$ cat config.mk
export PLATFORM = sky130hd
export DESIGN_NAME = mem_port_arbiter
export DESIGN_NICKNAME = d
export VERILOG_FILES = /design/src/rtl/mem_port_arbiter.sv
export SDC_FILE = /design/constraint.sdc
export NUM_CORES = 1
export LEC_CHECK = 0
export ABC_AREA = 1
export BUFFER_PORTS_ARGS = -buffer_cell sky130_fd_sc_hd__buf_2
export CELL_PAD_IN_SITES_DETAIL_PLACEMENT = 1
export CELL_PAD_IN_SITES_GLOBAL_PLACEMENT = 1
export CORE_ASPECT_RATIO = 1.25
export CORE_MARGIN = 2
export CORE_UTILIZATION = 34
export CTS_CLUSTER_DIAMETER = 150
export DETAILED_ROUTE_END_ITERATION = 8
export PLACE_DENSITY = 0.84
export REMOVE_ABC_BUFFERS = 1
export SLEW_MARGIN = 30
export SYNTH_ARGS = -nofsm -noshare
export SYNTH_HDL_FRONTEND = slang
export SYNTH_SLANG_ARGS = --single-unit
$ cat constraint.sdc
create_clock -name clk -period 4.35 [get_ports clk]
set_input_delay 0.87 -clock clk [delete_from_list [all_inputs] [get_ports clk]]
set_output_delay 0.87 -clock clk [all_outputs]
set_load 0.02 [all_outputs]
$ cat src/rtl/mem_port_arbiter.sv
// Arbitrates one asynchronous-read/synchronous-write memory between fetch (I) and load/store (D).
// Define MEM_ARB_RR_EN for round-robin arbitration; the default is fixed priority, D over I.
`timescale 1ns/1ps
module mem_port_arbiter #(
    parameter int LATENCY = 2,
    parameter int CNT_W   = 4
) (
    input  logic        clk,
    input  logic        reset,
    input  logic        i_req_valid,
    input  logic [31:0] i_req_addr,
    output logic        i_req_ready,
    output logic        i_resp_valid,
    output logic [31:0] i_resp_data,
    input  logic        d_req_valid,
    input  logic        d_req_write,
    input  logic [31:0] d_req_addr,
    input  logic [31:0] d_req_wdata,
    output logic        d_req_ready,
    output logic        d_resp_valid,
    output logic [31:0] d_resp_data,
    output logic [31:0] mem_addr,
    output logic [31:0] mem_din,
    output logic        mem_read,
    output logic        mem_write,
    input  logic [31:0] mem_dout
);
    localparam logic [1:0] S_IDLE = 2'd0;
    localparam logic [1:0] S_BUSY = 2'd1;
    localparam logic [1:0] S_RESP = 2'd2;
    localparam logic [CNT_W-1:0] CNT_INIT = CNT_W'(LATENCY - 1);

    logic [1:0]       r_state;
    logic [CNT_W-1:0] r_cnt;
    logic             r_owner;
    logic             r_write;
    logic [31:0]      r_addr;
    logic [31:0]      r_wdata;
    logic [31:0]      r_i_resp_data;
    logic [31:0]      r_d_resp_data;

    logic w_idle;
    logic w_busy;
    logic w_resp;
    logic w_pick_d;
    logic w_grant_d;
    logic w_grant_i;

    // Outputs are gated by reset so a store caught mid-flight never reaches the memory.
    assign w_idle = (r_state == S_IDLE) && !reset;
    assign w_busy = (r_state == S_BUSY) && !reset;
    assign w_resp = (r_state == S_RESP) && !reset;

`ifdef MEM_ARB_RR_EN
    logic r_last_owner;

    assign w_pick_d = d_req_valid && (!i_req_valid || !r_last_owner);

    always_ff @(posedge clk) begin
        if (reset) begin
            r_last_owner <= 1'b0;
        end else if (w_grant_d || w_grant_i) begin
            r_last_owner <= w_grant_d;
        end
    end
`else
    assign w_pick_d = d_req_valid;
`endif

    assign w_grant_d = w_idle && w_pick_d;
    assign w_grant_i = w_idle && i_req_valid && !w_pick_d;

    always_ff @(posedge clk) begin
        if (reset) begin
            r_state       <= S_IDLE;
            r_cnt         <= '0;
            r_owner       <= 1'b0;
            r_write       <= 1'b0;
            r_addr        <= '0;
            r_wdata       <= '0;
            r_i_resp_data <= '0;
            r_d_resp_data <= '0;
        end else begin
            case (r_state)
                S_IDLE: begin
                    if (w_grant_d) begin
                        r_owner <= 1'b1;
                        r_write <= d_req_write;
                        r_addr  <= d_req_addr;
                        r_wdata <= d_req_write ? d_req_wdata : 32'd0;
                        r_cnt   <= CNT_INIT;
                        r_state <= S_BUSY;
                    end else if (w_grant_i) begin
                        r_owner <= 1'b0;
                        r_write <= 1'b0;
                        r_addr  <= i_req_addr;
                        r_wdata <= 32'd0;
                        r_cnt   <= CNT_INIT;
                        r_state <= S_BUSY;
                    end
                end
                S_BUSY: begin
                    if (r_cnt == '0) begin
                        if (r_owner) begin
                            r_d_resp_data <= r_write ? 32'd0 : mem_dout;
                        end else begin
                            r_i_resp_data <= mem_dout;
                        end
                        r_state <= S_RESP;
                    end else begin
                        r_cnt <= r_cnt - 1'b1;
                    end
                end
                S_RESP: begin
                    r_state <= S_IDLE;
                end
                default: begin
                    r_state <= S_IDLE;
                end
            endcase
        end
    end

    assign i_req_ready  = w_grant_i;
    assign d_req_ready  = w_grant_d;
    assign i_resp_valid = w_resp && !r_owner;
    assign d_resp_valid = w_resp && r_owner;
    assign i_resp_data  = reset ? 32'd0 : r_i_resp_data;
    assign d_resp_data  = reset ? 32'd0 : r_d_resp_data;
    assign mem_addr     = w_busy ? r_addr : 32'd0;
    assign mem_din      = w_busy ? r_wdata : 32'd0;
    assign mem_read     = w_busy && !r_write;
    assign mem_write    = w_busy && r_write && (r_cnt == '0);
endmodule

### Word-level counts from Yosys, hierarchy flattened

Cells that the tools add are included.

* logic and storage cells: 60
* output and inout port bits: 134
* register bits after elaboration: 136
* input port bits: 133

* reduce and logical (&&, ||, !) cells: 24
* muxes and demuxes: 21
* eq/ne operators: 5
* bitwise logic cells: 1
* add/subtract/negate cells: 1

Operator list (number)
* $mux W32: 10
* $mux W4: 3
* $logic_and A1 B1 Y1: 11
* $reduce_and A3 Y1: 3
* $pmux W4 S2: 1
* $mux W2: 3
* $logic_not A1 Y1: 4
* $logic_not A4 Y1: 1
* $pmux W2 S2: 1
* $reduce_and A2 Y1: 2
* $reduce_bool A2 Y1: 2
* $sub A4 B1 Y4 const B: 1
* $mux W1: 3
* $ne A3 B3 Y1 const B: 1
* $eq A2 B1 Y1 const B: 1
* $eq A2 B2 Y1 const B: 1
* $logic_not A2 Y1: 1
* $ne A2 B1 Y1 const B: 1
* $ne A2 B2 Y1 const B: 1
* $not A1 Y1: 1

### Longest topological paths before layout

Gate-level depths: netlist (run 1).

* word-level depth: 7
* depth in mapped cells: 8
* mapped depth without buffers: 8

### Worst setup path after synthesis (run 1)

No wires, ideal clock.

* path type: input-to-output
* start point: in reset
* end point: out i_resp_valid
* path buffers: 2
* data arrival time: 1.811 ns
* cell stages on the path: 3
* data required time: 3.480 ns
* slack: 1.669 ns
* path through: buf_2 -> buf_2 -> nor4_1

* word-level cells in the longest chain between the ends: 3

RTL lines
* from (decl): line 9 `input logic reset,`
* $logic_not A1 Y1: line 52 `assign w_resp = (r_state == S_RESP) && !reset;`
* $logic_and A1 B1 Y1: line 52
* $logic_and A1 B1 Y1: line 126 `assign i_resp_valid = w_resp && !r_owner;`
* to (decl): line 13 `output logic i_resp_valid,`

No other way between the ends.

### Worst setup path in the final report (run 1)

* start point: in reset
* end point: out mem_din[28]

* word-level cells in the longest chain between the ends: 3

RTL lines
* $logic_not A1 Y1: line 51 `assign w_busy = (r_state == S_BUSY) && !reset;`
* $logic_and A1 B1 Y1: line 51
* $mux W32: line 131 `assign mem_din = w_busy ? r_wdata : 32'd0;`
* to (decl): line 23 `output logic [31:0] mem_din,`

No other way between the ends.

==> results of run 1 <==
## worst reg2reg max path: cells and delay by family, from the launching register on
family	cells	cell delay [ns]
compound gates	1	0.43
fa+ha+maj	1	0.15
buf+inv	2	0.27
flops	1	0.32
simple gates	2	0.65
## worst max-delay path by stage
stage | startpoint | to | slack, ns | depth (start not counted)
floorplan | d_req_valid | r_cnt[2]$_SDFFE_PP0P_ | 0.74 | 3
global placement | reset | d_resp_data[27] | 1.28 | 4
detailed placement | reset | mem_din[28] | 1.26 | 6
CTS | reset | mem_din[28] | 1.26 | 6
global route | reset | mem_din[28] | 1.16 | 6
finish | reset | mem_din[28] | 1.27 | 6
## layout make-up
| class | count | area (sq um) |
|---|---|---|
| flip-flops and latches | 136 | 2720 |
| diodes | 4 | 10.0 |
| well taps | 228 | 285 |
| repair buffers | 275 | 1410 |
| clock inverters | 15 | 185 |
| fillers | 2452 | 9740 |
| multi-input cells | 626 | 2660 |
| clock buffers | 17 | 425 |
| inverters | 139 | 522 |
## logic make-up (layout without fill, tap and decap cells)
logic type      Yosys count  after routing
compound gates          163            163
buf+inv                 198            446
xor+xnor                  2              2
flops                   136            136
other cells               0              4
fa+ha+maj                 2              2
simple gates            459            459
## routing by layer
layer	vias up	share of wire	GRT usage
li1	3359	-	-
met2	196	0.51	0.382
met4	4	0.047	0.121
met3	57	0.055	0.0591
met1	3121	0.39	0.221
met5	-	0.0013	0
## through the flow
| stage | cells | total power [uW] |
|---|---|---|
| 6_report | 1440 | 3370 |
| 2_1_floorplan | 901 | 1700 |
| 3_3_place_gp | 1403 | 1900 |
| 3_5_place_dp | 1404 | 1920 |
| 4_1_cts | 1436 | 3420 |
| 5_1_grt | 1439 | 3550 |
## state kept, by name (all words and copies together) (netlist names)
register       count
r_addr            32
r_d_resp_data     32
r_i_resp_data     32
r_wdata           32
r_cnt              4
r_state            2
r_owner            1
r_write            1
## synth_stat cells (all sizes together)
cell type  number  share of area
nand2         243           0.15
buf            41          0.035
nor2          205           0.13
inv           139          0.085
nand3           8          0.011
nand3b          1         0.0012
clkbuf         18          0.011
nor4            1         0.0010
xnor2           2         0.0028
o21ai          96          0.078
o211ai          1         0.0012
ha              2         0.0041
a21oi          66          0.054
nor3            1        0.00081
dfxtp         136           0.44
## power groups by stage
stage	clock [uW]	combinational, uW	sequential [uW]
2_1_floorplan	0	306	1390
3_3_place_gp	0	498	1400
3_5_place_dp	0	515	1410
4_1_cts	1520	519	1380
5_1_grt	1580	581	1390
6_report	1480	512	1380
==> flow_summary.ini, run 1 <==
[worst_setup_path]
crit_top_cell = buf_4
max_stage_delay_ns = 0.39
rr_worst_depth = 6
setup.worst_path.class = primary input to primary output
critPathMaxFanout = 29
critPathCaptureType = primary output
slowest_stage = buf_4
timing.rr.end = r_d_resp_data[31]$_SDFFE_PP0P_
worst-r2r-setup-slack_ns = 2.44
arrival_ns = 2.21
critPathRequiredTime_ns = 3.48
crit_family = buffers and inverters
worstPathCellList = buf_4 > nor2_2 > inv_2 > buf_4 > nor2_1 > buf_2
critPathLaunchType = primary input
path_buf_inv = 4
r2r-start = r_cnt[0]$_SDFFE_PP0P_

[power]
swShare = 0.294
internal_power_uw = 2380
power.leakage_uw = 0.00393
p_switching_uw = 991
pwr-share-seq = 0.409
pwr_density_cell_mw_per_mm2 = 410
p_comb_frac = 0.152
clkPwrFrac = 0.440
irDropWorstVdd_v = 0.000263

[layout]
syn2layout_area_growth_pct = 33.2
final_cell_mix = buf_2, nand2_1, nor2_1, dfxtp_1, inv_1
fin_nets = 1330
mostFrequentLayoutCell = buf_2
design_area_sq_mm = 0.00822
final_util = 0.458
drive_gt1_frac = 0.265

[logic_synthesis]
synth-simple-area-share = 0.289
synthMuxAreaShare = 0
synthAdderAreaFrac = 0.00406
synth_compound_area_frac = 0.133
synthesis.instances = 960
synth-seq-area-share = 0.441
ys_types = 24
yosysWarnings = 0
syn_area_per_cell_sq_um = 6.43
ys_seq_elements = 136
synth_xor_area_frac = 0.00284
syn-cell-area_sq_mm = 0.00617
synth_top_family_by_area = simple AND/OR/NAND/NOR gates

[detailed_routing]
wl_microns = 20500
final_antenna_net_count = 0
drt_first_pass_iters = 4
drc = 0
via_per_inst = 4.68
wire_per_inst_microns = 14.2
vias = 6737
first_iter_violations = 346

[sta]
timing.fmax_mhz = 325
drv_slew = 0
maxSlewHeadroom = 0.444
whs_ns = 0.454
clock-skew-final_ns = 0.00986
fin_tns_setup_ns = 0
setup-violations-final = 0
worst_slack_ns = 1.27
rsz0062_at_grt = no
worst_pin_slew_ns = 0.832
period_minus_slack_ns = 3.08
period_share = 0.708
finalHoldViolCount = 0

[clock_network]
clock_sinks = 136
clock_latency_ns = 0.42
clock_path_buffers = 2
cts_tree = built
hold_buffers = 0
postCtsResizedCells = 0
cts-root-buf = clkbuf_16
htreeDepth = 4
postCtsSetupBuffers = 0
cts_inserted_buffers = 17
clkTransAtPathRegs_ns = 0.06

[hold_path]
hold_end = r_i_resp_data[20]$_SDFFE_PP0P_
holdCritPathClass = flop to flop
hp-start = r_i_resp_data[20]$_SDFFE_PP0P_
holdPathStages = 2

[die]
ios = 267
rows = 55
fp.dieW_microns = 125
die-area_sq_mm = 0.0193
core_sq_mm = 0.0180
die_h_microns = 155
initial_core_util = 0.344

[flow_run]
maxCapViolations = 0

[grt]
grt_use_total = 0.212
first_global_vias = 6924
antenna_found_initial = 5
grt_overflow = 0
grt_max_degree = 72
grt_pass1_wl_microns = 33500

[placed_design]
place_congestion = 0.807
pre_cts_ws_ns = 1.26
placed_cell_area_sq_mm = 0.00760
hpwl_microns = 14600
port-buffer-count = 266

[outcome]
outcome = finished clean
Note: power is estimated with default switching activity, not from simulation.
==> inputs of run 2 (changes only) <==
- ABC_AREA: 1 -> 0
- CORE_UTILIZATION: 34 -> 32
- PLACE_DENSITY: 0.84 -> 0.76
- clock period: 4.35 -> 2.7 ns (I/O delays scaled with it)
==> run 2 against run 1 <==
Utilization fell by 2.5 points. Synthesized area grew 6.1%. Critical path depth unchanged. Critical endpoint is now mem_addr[17]. Final cell count decreased by 13%. Largest power group unchanged. Clock-buffer cell count increased by 2. Register-to-register slack got worse by 2.0 ns. Combinational power increased by 36%. Synthesized cell count down 24%. Largest cell class is now multi-input gates. Global-route usage down 2.9 points. Via count decreased by 10%. Highest routed layer unchanged.
==> flow_summary.ini, run 2 <==
[outcome]
outcome = finished clean

[worst_setup_path]
setup.worst_path.class = flop to primary output
critPathMaxFanout = 64
critPathLaunchType = flop
slowest_stage = dfxtp_1
arrival_ns = 2.00
worstPathCellList = nand2b_1 > buf_4 > nor2_4 > buf_12 > and2_1 > buf_2
max_stage_delay_ns = 0.54
critPathRequiredTime_ns = 2.16
critPathCaptureType = primary output

[die]
fp.dieW_microns = 132
die_h_microns = 164
die-area_sq_mm = 0.0216
rows = 58
ios = 267
core_sq_mm = 0.0201
initial_core_util = 0.326

[clock_network]
clock_sinks = 136
postCtsSetupBuffers = 0
postCtsResizedCells = 0
clock_latency_ns = 0.41
cts_tree = built
clock_path_buffers = 2
cts_inserted_buffers = 17
clkTransAtPathRegs_ns = 0.06
hold_buffers = 0
htreeDepth = 4
cts-root-buf = clkbuf_16

[sta]
period_minus_slack_ns = 2.54
period_share = 0.940
timing.fmax_mhz = 394
whs_ns = 0.382
finalHoldViolCount = 0
fin_tns_setup_ns = 0
drv_slew = 0
setup-violations-final = 0
rsz0062_at_grt = no
maxSlewHeadroom = 0.546
worst_pin_slew_ns = 0.681
clock-skew-final_ns = 0.00895

[power]
power.leakage_uw = 0.00411
irDropWorstVdd_v = 0.000362
pwr_density_cell_mw_per_mm2 = 601

[logic_synthesis]
synth-seq-area-share = 0.416
ys_types = 38
synthArstFlopShare = 0
yosysWarnings = 0
synth_area_leaders = dfxtp_1, and2_1, nor2b_1
syn_area_per_cell_sq_um = 8.93
synth_top_cell_by_area = dfxtp_1
ys_seq_elements = 136
ys_top_cells_by_count = dfxtp_1, and2_1, nor2b_1
synth_ff_type = dfxtp_1
synthesis.instances = 733
synth-edff-count = 0
syn-cell-area_sq_mm = 0.00655
synth_top_area_frac = 0.416
yosysMostFrequentCell = dfxtp_1

[detailed_routing]
wl_microns = 20000
wire_per_inst_microns = 16.0
drt_first_pass_iters = 5
via_per_inst = 4.85
first_iter_violations = 240
final_antenna_net_count = 0
vias = 6064
drc = 0

[layout]
syn2layout_area_growth_pct = 32.8
multi_input_area_sq_mm = 0.00352
seqCellArea_sq_mm = 0.00272
fin_cells = 1250
fin_nets = 1103
fillers = 2424
antenna_cells = 0
drive_gt1_frac = 0.396
mostFrequentLayoutCell = buf_2
final_util = 0.433
final_cell_mix = buf_2, dfxtp_1, and2_1, nor2b_1

[placed_design]
hpwl_microns = 13800
place_congestion = 0.776
placedCellCount = 1219
port-buffer-count = 266

[grt]
first_global_vias = 6283
antenna_found_initial = 1
grt_max_degree = 90
grt_overflow = 0
grt_use_total = 0.183
grt_pass1_wl_microns = 31900

[flow_run]
maxCapViolations = 0

[hold_path]
holdCritPathClass = primary input to flop
-- run 2: cell type report --
class                      count  share of cell area
clock buffer                  19              0.0509
clock inverter                12              0.0174
sequential                   136               0.313
timing repair buffer         284               0.172
tap                          270              0.0389
multi-input combinational    524               0.405
inverter                       5             0.00216
-- run 2: where the power goes --
group	leakage, uW	total, uW	switching [uW]	internal (uW)
Combinational	0.00271	697	404	294
Sequential	0.00111	2160	45.9	2110
Clock	0.000289	2370	901	1470
Total	0.00411	5230	1350	3880
-- run 2: critical path, delay by kind of cell (launching register included) --
kind / cells / cell delay [ns]
simple gates: 3 / 0.41
flops: 1 / 0.54
buf+inv: 3 / 0.59
-- run 2: kinds of logic after synthesis --
logic type      synth area share
compound gates             0.128
fa+ha+maj                0.00382
buf+inv                   0.0493
flops                      0.416
mux                        0.129
simple gates               0.274
-- run 2: path summary, 6_finish.rpt --
| check | from | end | cells past startpoint | slack (ns) |
|---|---|---|---|---|
| setup / recovery | r_state[0]$_SDFFE_PP0P_ | mem_addr[17] | 6 | 0.16 |
| hold / removal | d_req_wdata[25] | r_wdata[25]$_SDFFE_PP0P_ | 3 | 0.38 |
| setup reg to reg | r_cnt[0]$_SDFFE_PP0P_ | r_d_resp_data[12]$_SDFFE_PP0P_ | 6 | 0.48 |
| hold reg to reg | r_wdata[26]$_SDFFE_PP0P_ | r_wdata[26]$_SDFFE_PP0P_ | 2 | 0.47 |
-- run 2: per-layer routing --
layer / GRT usage / vias to the layer above / wire length, microns
met2: 0.328 / 184 / 10100
met4: 0.0529 / 2 / 296
met1: 0.206 / 2903 / 8250
met3: 0.0605 / 23 / 1310
met5: 0 / - / 13
li1: - / 2952 / -
-- run 2: stage by stage --
stage / worst slack (ns) / cell area, sq um / power, uW
4_1_cts: 0.137 / 8690 / 5310
3_3_place_gp: 0.543 / 8100 / 2890
2_1_floorplan: -1.63 / 6240 / 2580
5_1_grt: 0.0375 / 8690 / 5470
6_report: 0.161 / 8690 / 5230
3_5_place_dp: 0.481 / 8100 / 2910
